--- config.mk ---
export PLATFORM = sky130hd
export DESIGN_NAME = button_conditioner
export DESIGN_NICKNAME = d
export VERILOG_FILES = /design/src/rtl/dino_pkg.sv /design/src/rtl/button_debounce.sv /design/src/rtl/button_conditioner.sv
export SDC_FILE = /design/constraint.sdc
export NUM_CORES = 1
export LEC_CHECK = 0
export ABC_AREA = 1
export BUFFER_PORTS_ARGS = -buffer_cell sky130_fd_sc_hd__clkbuf_2
export CAP_MARGIN = 20
export CORE_AREA = 2 2 39 41
export DETAILED_ROUTE_END_ITERATION = 16
export DIE_AREA = 0 0 41 43
export REMOVE_ABC_BUFFERS = 1
export SYNTH_ARGS = -nofsm -noshare
export SYNTH_HDL_FRONTEND = slang
export SYNTH_SLANG_ARGS = --single-unit
--- constraint.sdc ---
create_clock -name clk -period 0.8 [get_ports clk]
set_input_delay 0.08 -clock clk [delete_from_list [all_inputs] [get_ports clk]]
set_output_delay 0.08 -clock clk [all_outputs]
set_load 0.02 [all_outputs]
--- src/rtl/dino_pkg.sv ---
// Shared constants for the dino game front end: debounce default and tick bus layout.
package dino_pkg;

  localparam int unsigned DEBOUNCE_CYCLES_DEFAULT = 4;
  localparam int unsigned TICK_W                  = 2;
  localparam int unsigned TICK_FRAME              = 0;

endpackage

--- src/rtl/button_debounce.sv ---
// One push-button pin: 2-flop synchroniser followed by a stable-level debouncer.
// BUTTON_DEBOUNCE_EN selects the counting debouncer; otherwise o_db is the registered synchronised pin.
module button_debounce
  import dino_pkg::*;
#(
  parameter int unsigned DEBOUNCE_CYCLES = DEBOUNCE_CYCLES_DEFAULT
) (
  input  logic clk,
  input  logic rst_n,
  input  logic i_raw,
  output logic o_db
);

  logic [1:0] r_sync;
  logic       w_sync;
  logic       r_db;

  always_ff @(posedge clk or negedge rst_n) begin
    if (!rst_n) r_sync <= 2'b00;
    else        r_sync <= {r_sync[0], i_raw};
  end

  assign w_sync = r_sync[1];

`ifdef BUTTON_DEBOUNCE_EN
  localparam int unsigned          CNT_W    = $clog2(DEBOUNCE_CYCLES + 1);
  localparam logic [CNT_W-1:0]     CNT_LAST = CNT_W'(DEBOUNCE_CYCLES - 1);
  localparam logic [CNT_W-1:0]     CNT_MAX  = CNT_W'(DEBOUNCE_CYCLES);

  logic [CNT_W-1:0] r_cnt;

  // Count consecutive disagreeing samples; the Nth one flips the stable level.
  always_ff @(posedge clk or negedge rst_n) begin
    if (!rst_n) begin
      r_db  <= 1'b0;
      r_cnt <= '0;
    end else if (w_sync == r_db) begin
      r_cnt <= '0;
    end else if (r_cnt == CNT_LAST) begin
      r_db  <= ~r_db;
      r_cnt <= '0;
    end else if (r_cnt != CNT_MAX) begin
      r_cnt <= r_cnt + CNT_W'(1);
    end
  end
`else
  always_ff @(posedge clk or negedge rst_n) begin
    if (!rst_n) r_db <= 1'b0;
    else        r_db <= w_sync;
  end
`endif

  assign o_db = r_db;

endmodule

--- src/rtl/button_conditioner.sv ---
// Up/down button front end: debounced levels plus a one-shot up request held until game_tick[0].
// Debouncing counters are present only when BUTTON_DEBOUNCE_EN is defined.
module button_conditioner
  import dino_pkg::*;
#(
  parameter int unsigned DEBOUNCE_CYCLES = DEBOUNCE_CYCLES_DEFAULT
) (
  input  logic              clk,
  input  logic              rst_n,
  input  logic [TICK_W-1:0] game_tick,
  input  logic              btn_up_raw,
  input  logic              btn_down_raw,
  output logic              button_up,
  output logic              button_down,
  output logic              up_held
);

  logic w_db_up;
  logic w_db_down;
  logic w_up_rise;
  logic w_tick;
  logic w_unused_tick;
  logic r_db_up_q;
  logic r_up_req;

  button_debounce #(.DEBOUNCE_CYCLES(DEBOUNCE_CYCLES)) u_db_up (
    .clk   (clk),
    .rst_n (rst_n),
    .i_raw (btn_up_raw),
    .o_db  (w_db_up)
  );

  button_debounce #(.DEBOUNCE_CYCLES(DEBOUNCE_CYCLES)) u_db_down (
    .clk   (clk),
    .rst_n (rst_n),
    .i_raw (btn_down_raw),
    .o_db  (w_db_down)
  );

  assign w_tick        = game_tick[TICK_FRAME];
  assign w_unused_tick = game_tick[1];
  assign w_up_rise     = w_db_up & ~r_db_up_q;

  // A fresh press sets the request even when it lands on a consuming tick.
  always_ff @(posedge clk or negedge rst_n) begin
    if (!rst_n) begin
      r_db_up_q <= 1'b0;
      r_up_req  <= 1'b0;
    end else begin
      r_db_up_q <= w_db_up;
      if (w_up_rise)   r_up_req <= 1'b1;
      else if (w_tick) r_up_req <= 1'b0;
    end
  end

  assign button_up   = r_up_req;
  assign button_down = w_db_down;
  assign up_held     = w_db_up;

endmodule
Word-level counts from Yosys, hierarchy flattened
Index checks and enable logic that the tools add are counted.
{"block": "word_totals", "register_bits": 8, "in_bits": 6, "word_cells": 11}
{"block": "op_classes", "n_mux": 2, "n_bitwise": 2, "n_reduce_logical": 1}
{"cell": "$mux 1", "count": 2}
{"cell": "$reduce_bool 2->1", "count": 1}
{"cell": "$and 1x1->1", "count": 1}
{"cell": "$not 1->1", "count": 1}

Longest topological paths before layout
Gate-level depths: netlist of the first run.
{"block": "depth", "word_depth": 3, "mapped_depth": 3, "mapped_depth_nobuf": 3}

Modules after synthesis
Synthesis of the first run repeated with hierarchy kept, for this count alone.
{"block": "unflattened", "hier_cells": 13, "hier_area_um2": 219.0}
{"module": "button_debounce", "instances": 2, "cells_per_inst": 3, "area_each_um2": 75.1}
{"module": "button_conditioner", "instances": 1, "cells_per_inst": 7, "area_each_um2": 68.8}

Worst setup path after synthesis of the first run
OpenSTA, ideal clock, no wires.
{"block": "synth_timing", "path_type": "register to register", "from": "reg u_db_up.r_db (netlist: u_db_up.o_db)", "to": "reg r_up_req (netlist: button_up)", "setup_time_ns": 0.117, "arrival_ns": 0.570, "required_ns": 0.683, "slack_ns": 0.113, "path_stages_with_launch": 3, "n_path_buf": 0, "synth_period_minus_slack_ns": 0.687, "path_cell_list": "dfrtp_1 -> nand2_1 -> nand2_1"}
{"block": "synth_between", "elab_chain_len": 2, "elab_cells_between_ends": 3, "cone_classes": "mux: 1; bitwise: 1; reduce/logical: 1"}
{"item": "from (decl)", "line": "button_debounce.sv:16", "rtl": "logic r_db;"}
{"item": "from (signal assigned)", "line": "button_debounce.sv:49", "rtl": "else r_db <= w_sync;"}
{"item": "$and 1x1->1 *", "line": "button_conditioner.sv:42", "rtl": "assign w_up_rise = w_db_up & ~r_db_up_q;"}
{"item": "$mux 1 or $reduce_bool 2->1 (tied branches)"}
{"item": "to (signal assigned)", "line": "button_conditioner.sv:48", "rtl": "r_up_req <= 1'b0;"}
{"item": "to (signal assigned)", "line": "button_conditioner.sv:51", "rtl": "if (w_up_rise) r_up_req <= 1'b1;"}
{"item": "to (signal assigned)", "line": "button_conditioner.sv:52", "rtl": "else if (w_tick) r_up_req <= 1'b0;"}
{"item": "to (decl)", "line": "button_conditioner.sv:24", "rtl": "logic r_up_req;"}
Every way passes the cells marked *; elsewhere a longest branch is shown, timed or not.
A chain may end at the register's enable or synchronous reset.

Final worst setup path of the first run
{"block": "layout_timing", "from": "reg u_db_up.r_db (netlist: u_db_up.o_db)", "to": "out up_held"}
{"item": "to (decl)", "line": "button_conditioner.sv:15", "rtl": "output logic up_held"}
No word-level cell between the ends.

==> results of run 1 <==
-- metal layers --
metal	GRT usage [%]	part of all wire, %	vias up
met2	5.625	45	10
met3	7.853	16	2
met1	3.987	36	67
met5	0	0	-
met4	6.000	2.6	0
li1	-	-	67
-- cells in the mapped netlist --
master | instances | area share [%]
nand2_1 | 3 | 5.1
inv_1 | 2 | 3.4
dfrtp_1 | 8 | 91
-- worst max path at each step --
stage / start / to
floorplan: u_db_up.o_db$_DFF_PN0_ / button_up$_DFFE_PN0P_
global placement: u_db_up.o_db$_DFF_PN0_ / up_held
detailed placement: u_db_up.o_db$_DFF_PN0_ / button_up$_DFFE_PN0P_
CTS: button_up$_DFFE_PN0P_ / button_up
global route: u_db_up.o_db$_DFF_PN0_ / up_held
finish: u_db_up.o_db$_DFF_PN0_ / up_held
-- where the power goes --
group	internal [mW]	switching [mW]	leakage, nW
sequential	0.428	0.00844	0.0937
combinational	0.0406	0.0313	0.0726
clock	0.170	0.120	0.0138
total	0.639	0.160	0.180
-- kinds of logic after synthesis --
kind of cell	after synthesis	share of synthesized area [%]
and+or+nand+nor	3	5.142
buffers and inverters	2	3.430
DFF	8	91.43
-- final cells by class --
class	count	area [sq um]	share of cell area (%)
Sequential cell	8	200.2	56.34
Multi-Input combinational cell	3	11.26	3.169
Inverter	2	7.507	2.113
Tap cell	16	20.02	5.634
Clock buffer	3	22.52	6.338
Timing Repair Buffer	11	93.84	26.41
-- cells in the final DEF (no fill, tap or decap) --
master,Yosys,routed
dfrtp_1,8,8
buf_6,0,2
dlygate4sd3_1,0,3
nand2_1,3,3
clkbuf_2,0,4
clkbuf_4,0,3
inv_1,2,2
clkbuf_8,0,1
buf_4,0,1
-- registers in the layout, summed over array words and instances (netlist names) --
register          flops
r_db_up_q             1
button_up             1
u_db_up.r_sync        2
u_db_down.r_sync      2
u_db_down.o_db        1
u_db_up.o_db          1
-- repair_timing --
action	in CTS	in global routing
gates resized for setup	2	6
endpoints found under the setup margin	3	3
hold buffers	3	0
buffers inserted	1	0
hold endpoints to repair	10	0
-- worst min-delay path, cell delays in order --
cell	delay [ns]
clkbuf_2	0.07
inv_1	0.03
nand2_1	0.04
nand2_1	0.05
==> reports/results.ini, run 1 <==
[place]
port-buffer-count = 7
place_inst = 36
place_ws_ns = 0.1805
gp_congestion = 0.5314
dpl_cell_area_sq_um = 274.0
hpwl_um = 201.6

[detailed_routing]
vias_per_cell = 3.395
drc_errors = 0
vias = 146
drt-initial-drc-count = 0
drt_first_pass_iters = 1
ant_nets = 0
wl_per_cell_um = 7.140
drt_wl_total_um = 307

[critical_path]
cp.arrival_ns = 0.78
crit_path_start_kind = flop
path_cells = clkbuf_8
critPathTopFamily = flip-flops
timing.critical_path.buf_inv = 1
reg2reg_to = button_up$_DFFE_PN0P_
worst-r2r-setup-slack_ns = 0.08
cp.required_ns = 0.72
cp_num_cells = 1
slowest_stage = dfrtp_1
r2r_start = u_db_up.o_db$_DFF_PN0_
crit_path_end_kind = output pin
crit_type = reg2out
cp_max_fo = 2
r2r_cells = 3
cpPeakStageDelay_ns = 0.38

[cts]
numCtsBuffers = 3
cts_tree = yes
clock_sinks = 8
cts.reportedPaths.clkPinSlew_ns = 0.05
htree_levels = 1
cts_buffer_depth = 2
clock-root-buffer = clkbuf_4
clk_latency_ns = 0.25

[global_routing]
antenna_found_initial = 0
gr-total-overflow = 0
grt_pass1_wl_um = 517
grt_pass1_vias = 136
grt_start_max_net_pins = 9
track_usage_pct = 5.477

[logic_synthesis]
synth_cells = 13
avgSynthCellArea_sq_um = 16.84
yosysSeqAreaShare_pct = 91.43
ys_seq_elements = 8
synth_cell_types = 3
syn_area_sq_um = 219.0
ys_warn_count = 0

[floorplan]
rows = 14
dieArea_sq_um = 1763
die_h_um = 43
start_util_pct = 15.82
io_pins = 9
die_x_um = 41
core_area_sq_um = 1384

[sta]
rsz0062_at_grt = yes
setup_viol = 3
drv_slew = 0
tns_ns = -0.1316
min_period_over_period_pct = 106.9
setup_slack_ns = -0.05515
tightest_slew_ns = 0.1930
max_freq_mhz = 1169
finalHoldViolations = 0
skew_ns = 0.003497
layout_min_cycle_time_ns = 0.8552
slew_headroom_pct = 87.13
holdWs_ns = 0.07128

[layout]
antenna_cells = 0
fin_cells = 43
utilization_pct = 25.68
fill_cells = 138
nNetsFinal = 35
drive_above_1_share_pct = 40.74
syn2layout_area_growth_pct = 62.29
design_area_sq_um = 355.3

[hold_path]
holdCritStartpoint = game_tick[0]
whs_path_depth = 4
hold_end = button_up$_DFFE_PN0P_
min_path_type = in2reg

[pwr]
irDropWorstVdd_uv = 952.0
powerDensity_nw_per_um2 = 2249
total_leakage_power_nw = 0.1801
power_mw = 0.7991

[outcome]
violations = negative setup slack
status = complete, but fails checks

[flow_run]
cap_viol_max_count = 0

(Power assumes the default switching activity.)
==> inputs of run 2 (changes only) <==
RECOVER_POWER = 100   (was default)
SETUP_SLACK_MARGIN = 0.02   (was default)
SKIP_CTS_REPAIR_TIMING = 1   (was default)
==> reports/results.ini, run 2 (synthesis results as in run 1) <==
[outcome]
status = complete, but fails checks  ; unchanged
violations = negative setup slack  ; unchanged

[floorplan]
die_x_um = 41  ; unchanged
rows = 14  ; unchanged
start_util_pct = 15.82  ; unchanged
die_h_um = 43  ; unchanged
core_area_sq_um = 1384  ; unchanged
io_pins = 9  ; unchanged
dieArea_sq_um = 1763  ; unchanged

[critical_path]
slowest_stage = dfrtp_1  ; unchanged
timing.critical_path.buf_inv = 1  ; unchanged
worst-r2r-setup-slack_ns = 0.17  ; was 0.08 ns
cp.arrival_ns = 0.79  ; was 0.78 ns
path_cells = buf_6  ; was clkbuf_8
r2r_cells = 2  ; was 3
cpPeakStageDelay_ns = 0.39  ; was 0.38 ns
cp.required_ns = 0.72  ; about the same
critPathTopFamily = flip-flops  ; unchanged
crit_type = reg2out  ; unchanged
crit_path_start_kind = flop  ; unchanged
cp_max_fo = 3  ; was 2
r2r_start = u_db_up.o_db$_DFF_PN0_  ; unchanged
crit_path_end_kind = output pin  ; unchanged
reg2reg_to = button_up$_DFFE_PN0P_  ; unchanged

[sta]
finalHoldViolations = 0  ; unchanged
setup_slack_ns = -0.06516  ; was -0.05515 ns
min_period_over_period_pct = 108.1  ; was 106.9%
tightest_slew_ns = 0.4056  ; was 0.1930 ns
max_freq_mhz = 1156  ; was 1169 MHz
holdWs_ns = 0.06859  ; was 0.07128 ns
rsz0062_at_grt = yes  ; unchanged
layout_min_cycle_time_ns = 0.8652  ; was 0.8552 ns
skew_ns = 0.002996  ; was 0.003497 ns
drv_slew = 0  ; unchanged
setup_viol = 3  ; unchanged
slew_headroom_pct = 72.96  ; was 87.13%

[layout]
final_common_cell = dfrtp_1  ; unchanged
antenna_cells = 0  ; unchanged
syn2layout_area_growth_pct = 57.14  ; was 62.29%
drive_above_1_share_pct = 34.62  ; was 40.74%
fill_cells = 140  ; was 138
nNetsFinal = 34  ; was 35
fin_cells = 42  ; was 43
biggestRegsByFlops = u_db_down.r_sync (2), u_db_up.r_sync (2)  ; unchanged

[pwr]
powerDensity_nw_per_um2 = 2317  ; was 2249 nW/um^2
total_leakage_power_nw = 0.1711  ; was 0.1801 nW
irDropWorstVdd_uv = 950.7  ; was 952.0 uV

[cts]
cts_buffer_depth = 2  ; unchanged
clk_latency_ns = 0.25  ; about the same
cts.reportedPaths.clkPinSlew_ns = 0.05  ; about the same
clock_sinks = 8  ; unchanged
clock-root-buffer = clkbuf_4  ; unchanged
numCtsBuffers = 3  ; unchanged
cts_tree = yes  ; unchanged
htree_levels = 1  ; unchanged

[detailed_routing]
drt_first_pass_iters = 4  ; was 1
ant_nets = 0  ; unchanged
wl_per_cell_um = 6.952  ; was 7.140 um
drt-initial-drc-count = 1  ; was 0
drt_wl_total_um = 292  ; was 307 um
vias_per_cell = 3.405  ; was 3.395
drc_errors = 0  ; unchanged
vias = 143  ; was 146

[place]
place_inst = 36  ; unchanged
port-buffer-count = 7  ; unchanged
gp_congestion = 0.5314  ; unchanged
hpwl_um = 201.6  ; unchanged

[hold_path]
holdCritStartpoint = game_tick[0]  ; unchanged
min_path_type = in2reg  ; unchanged
hold_end = button_up$_DFFE_PN0P_  ; unchanged
whs_path_depth = 4  ; unchanged

[global_routing]
grt_pass1_vias = 100  ; was 136
antenna_found_initial = 0  ; unchanged
track_usage_pct = 5.172  ; was 5.477%
grt_start_max_net_pins = 9  ; unchanged
grt_pass1_wl_um = 441  ; was 517 um
gr-total-overflow = 0  ; unchanged

[flow_run]
cap_viol_max_count = 0  ; unchanged

==> run 2: changes by cell type in the layout (fill, tap and decap cells not counted), sizes merged <==
cell and change:
clkbuf -1
==> run 2: cell type report <==
| type | instances | area [sq um] | area share, % |
|---|---|---|---|
| Clock buffer | 3 | 22.52 | 6.545 |
| Inverter | 2 | 7.507 | 2.182 |
| Multi-Input combinational cell | 3 | 11.26 | 3.273 |
| Sequential cell | 8 | 200.2 | 58.18 |
| Tap cell | 16 | 20.02 | 5.818 |
| Timing Repair Buffer | 10 | 82.58 | 24.00 |
==> run 2: through the flow <==
step	setup TNS (ns)	setup WS (ns)	utilization (%)	instance area [sq um]	total power [mW]
after floorplan	0	0.1130	-	219.0	0.4591
after global placement	0	0.1924	19.80	274.0	0.4852
after detailed placement	0	0.1805	19.80	274.0	0.4875
after CTS	-0.2085	-0.08867	21.43	296.5	0.7937
after global routing	-0.2447	-0.1027	24.86	344.1	0.8550
final	-0.1396	-0.06516	24.86	344.1	0.7971
==> run 2: worst max-delay path by stage <==
stage                                 startpoint               endpoint  depth (start not counted)
after CTS                 u_db_up.o_db$_DFF_PN0_                up_held                          1
after detailed placement  u_db_up.o_db$_DFF_PN0_  button_up$_DFFE_PN0P_                          2
after global placement    u_db_up.o_db$_DFF_PN0_                up_held                          1
final                     u_db_up.o_db$_DFF_PN0_                up_held                          1
after global routing      u_db_up.o_db$_DFF_PN0_                up_held                          1
after floorplan           u_db_up.o_db$_DFF_PN0_  button_up$_DFFE_PN0P_                          2
==> run 2: power breakdown <==
| group | switching [mW] | internal [mW] |
|---|---|---|
| clock | 0.123 | 0.171 |
| combinational | 0.0299 | 0.0362 |
| sequential | 0.00889 | 0.428 |
| total | 0.162 | 0.635 |
==> run 2: metal layers <==
metal	track usage, %	wire length, um	vias up
met5	0	0	-
met4	6.000	16	0
met3	9.424	63	4
met2	3.750	111	11
met1	3.987	101	63
li1	-	-	65
==> inputs of run 3 (changes only) <==
clock period = 0.9 ns   (was 0.8 ns; I/O delays follow)
==> reports/results.ini, run 3 (synthesis results as in run 1) <==
[outcome]
status = finished, final reports clean  ; was complete, but fails checks

[sta]
slew_headroom_pct = 72.96  ; unchanged
setup_viol = 0  ; was 3
rsz0062_at_grt = yes  ; unchanged
tightest_slew_ns = 0.4056  ; unchanged
holdWs_ns = 0.07457  ; was 0.06859 ns
min_period_over_period_pct = 97.24
layout_min_cycle_time_ns = 0.8752
drv_slew = 0  ; unchanged
skew_ns = 0.002996  ; unchanged
max_freq_mhz = 1143
finalHoldViolations = 0  ; unchanged

[critical_path]
crit_type = reg2out  ; unchanged
r2r_start = u_db_up.o_db$_DFF_PN0_  ; unchanged
slowest_stage = dfrtp_1  ; unchanged
cpPeakStageDelay_ns = 0.39  ; about the same
crit_path_start_kind = flop  ; unchanged
crit_path_end_kind = output pin  ; unchanged
critPathTopFamily = flip-flops  ; unchanged
cp.arrival_ns = 0.79  ; about the same
reg2reg_to = button_up$_DFFE_PN0P_  ; unchanged
cp_max_fo = 3  ; unchanged
cp.required_ns = 0.81  ; was 0.72 ns
path_cells = buf_6  ; unchanged
r2r_cells = 2  ; unchanged
timing.critical_path.buf_inv = 1  ; unchanged
worst-r2r-setup-slack_ns = 0.27  ; was 0.17 ns

[place]
port-buffer-count = 7  ; unchanged
gp_congestion = 0.5313  ; was 0.5314
hpwl_um = 201.6  ; unchanged

[pwr]
powerDensity_nw_per_um2 = 2088  ; was 2317 nW/um^2
irDropWorstVdd_uv = 845.0  ; was 950.7 uV
total_leakage_power_nw = 0.1692  ; was 0.1711 nW
power_mw = 0.7052  ; was 0.7971 mW

[layout]
syn2layout_area_growth_pct = 54.29  ; was 57.14%
final_common_cell = dfrtp_1  ; unchanged
fill_cells = 140  ; unchanged
layout_common_cells = dfrtp_1 (8), clkbuf_2 (4), nand2_1 (3), clkbuf_4 (3), dlygate4sd3_1 (3)
multi_input_area_sq_um = 11.26  ; unchanged
ff_latch_area_sq_um = 200.2  ; unchanged
antenna_cells = 0  ; unchanged
nNetsFinal = 34  ; unchanged
biggestRegsByFlops = u_db_down.r_sync (2), u_db_up.r_sync (2)  ; unchanged
drive_above_1_share_pct = 34.62  ; unchanged

[detailed_routing]
wl_per_cell_um = 6.929  ; was 6.952 um
drt_first_pass_iters = 1  ; was 4
drt_wl_total_um = 291  ; was 292 um
drt-initial-drc-count = 0  ; was 1
vias_per_cell = 3.310  ; was 3.405
ant_nets = 0  ; unchanged
vias = 139  ; was 143
drc_errors = 0  ; unchanged

[floorplan]
io_pins = 9  ; unchanged
start_util_pct = 15.82  ; unchanged
dieArea_sq_um = 1763  ; unchanged
die_h_um = 43  ; unchanged
core_area_sq_um = 1384  ; unchanged
die_x_um = 41  ; unchanged
rows = 14  ; unchanged

[global_routing]
grt_start_max_net_pins = 9  ; unchanged
gr-total-overflow = 0  ; unchanged
antenna_found_initial = 0  ; unchanged
track_usage_pct = 5.172  ; unchanged
grt_pass1_vias = 100  ; unchanged
grt_pass1_wl_um = 441  ; unchanged

[cts]
clk_latency_ns = 0.25  ; about the same
clock-root-buffer = clkbuf_4  ; unchanged
clock_sinks = 8  ; unchanged
cts.reportedPaths.clkPinSlew_ns = 0.05  ; about the same
cts_tree = yes  ; unchanged
htree_levels = 1  ; unchanged
numCtsBuffers = 3  ; unchanged
cts_buffer_depth = 2  ; unchanged

[hold_path]
hold_end = button_up$_DFFE_PN0P_  ; unchanged
whs_path_depth = 4  ; unchanged
min_path_type = in2reg  ; unchanged
holdCritStartpoint = game_tick[0]  ; unchanged

[flow_run]
cap_viol_max_count = 0  ; unchanged

run 3: how the worst max path moves through the flow:
stage | slack (ns) | cells past startpoint | to | startpoint
4_1_cts | 0.001 | 1 | up_held | u_db_up.o_db$_DFF_PN0_
3_5_place_dp | 0.28 | 1 | up_held | u_db_up.o_db$_DFF_PN0_
6_report | 0.02 | 1 | up_held | u_db_up.o_db$_DFF_PN0_
2_1_floorplan | 0.21 | 2 | button_up$_DFFE_PN0P_ | u_db_up.o_db$_DFF_PN0_
3_3_place_gp | 0.28 | 1 | up_held | u_db_up.o_db$_DFF_PN0_
5_1_grt | -0.01 | 1 | up_held | u_db_up.o_db$_DFF_PN0_
run 3: worst min-delay path: stages:
cell and delay (ns):
clkbuf_2 0.07, inv_1 0.03, nand2_1 0.04, nand2_1 0.05
run 3: where the power goes:
part	switching [mW]	leakage (nW)	internal (mW)
Sequential	0.00744	0.0937	0.380
Combinational	0.0265	0.0618	0.0294
Clock	0.110	0.0138	0.152
run 3: stage by stage:
| stage | TNS (ns) | setup WS, ns | cells | util [%] | area (sq um) |
|---|---|---|---|---|---|
| final | 0 | 0.02484 | 42 | 24.41 | 337.8 |
| after CTS | 0 | 0.001326 | 39 | 21.43 | 296.5 |
| after global placement | 0 | 0.2824 | 36 | 19.80 | 274.0 |
| after floorplan | 0 | 0.2130 | 13 | - | 219.0 |
| after global routing | -0.01272 | -0.01272 | 42 | 24.41 | 337.8 |
| after detailed placement | 0 | 0.2801 | 36 | 19.80 | 274.0 |
run 3: per-layer routing:
metal | part of all wire, % | wire length [um] | up-vias | GRT usage [%]
met5 | 0 | 0 | - | 0
met4 | 5.5 | 16 | 0 | 6.000
met3 | 22 | 65 | 4 | 9.424
met2 | 36 | 106 | 11 | 3.750
met1 | 35 | 102 | 59 | 3.987
li1 | - | - | 65 | -
run 3: final cells by class:
| type | instances | area share, % |
|---|---|---|
| Clock buffer | 3 | 6.667 |
| Inverter | 2 | 2.222 |
| Multi-Input combinational cell | 3 | 3.333 |
| Sequential cell | 8 | 59.26 |
| Tap cell | 16 | 5.926 |
| Timing Repair Buffer | 10 | 22.59 |
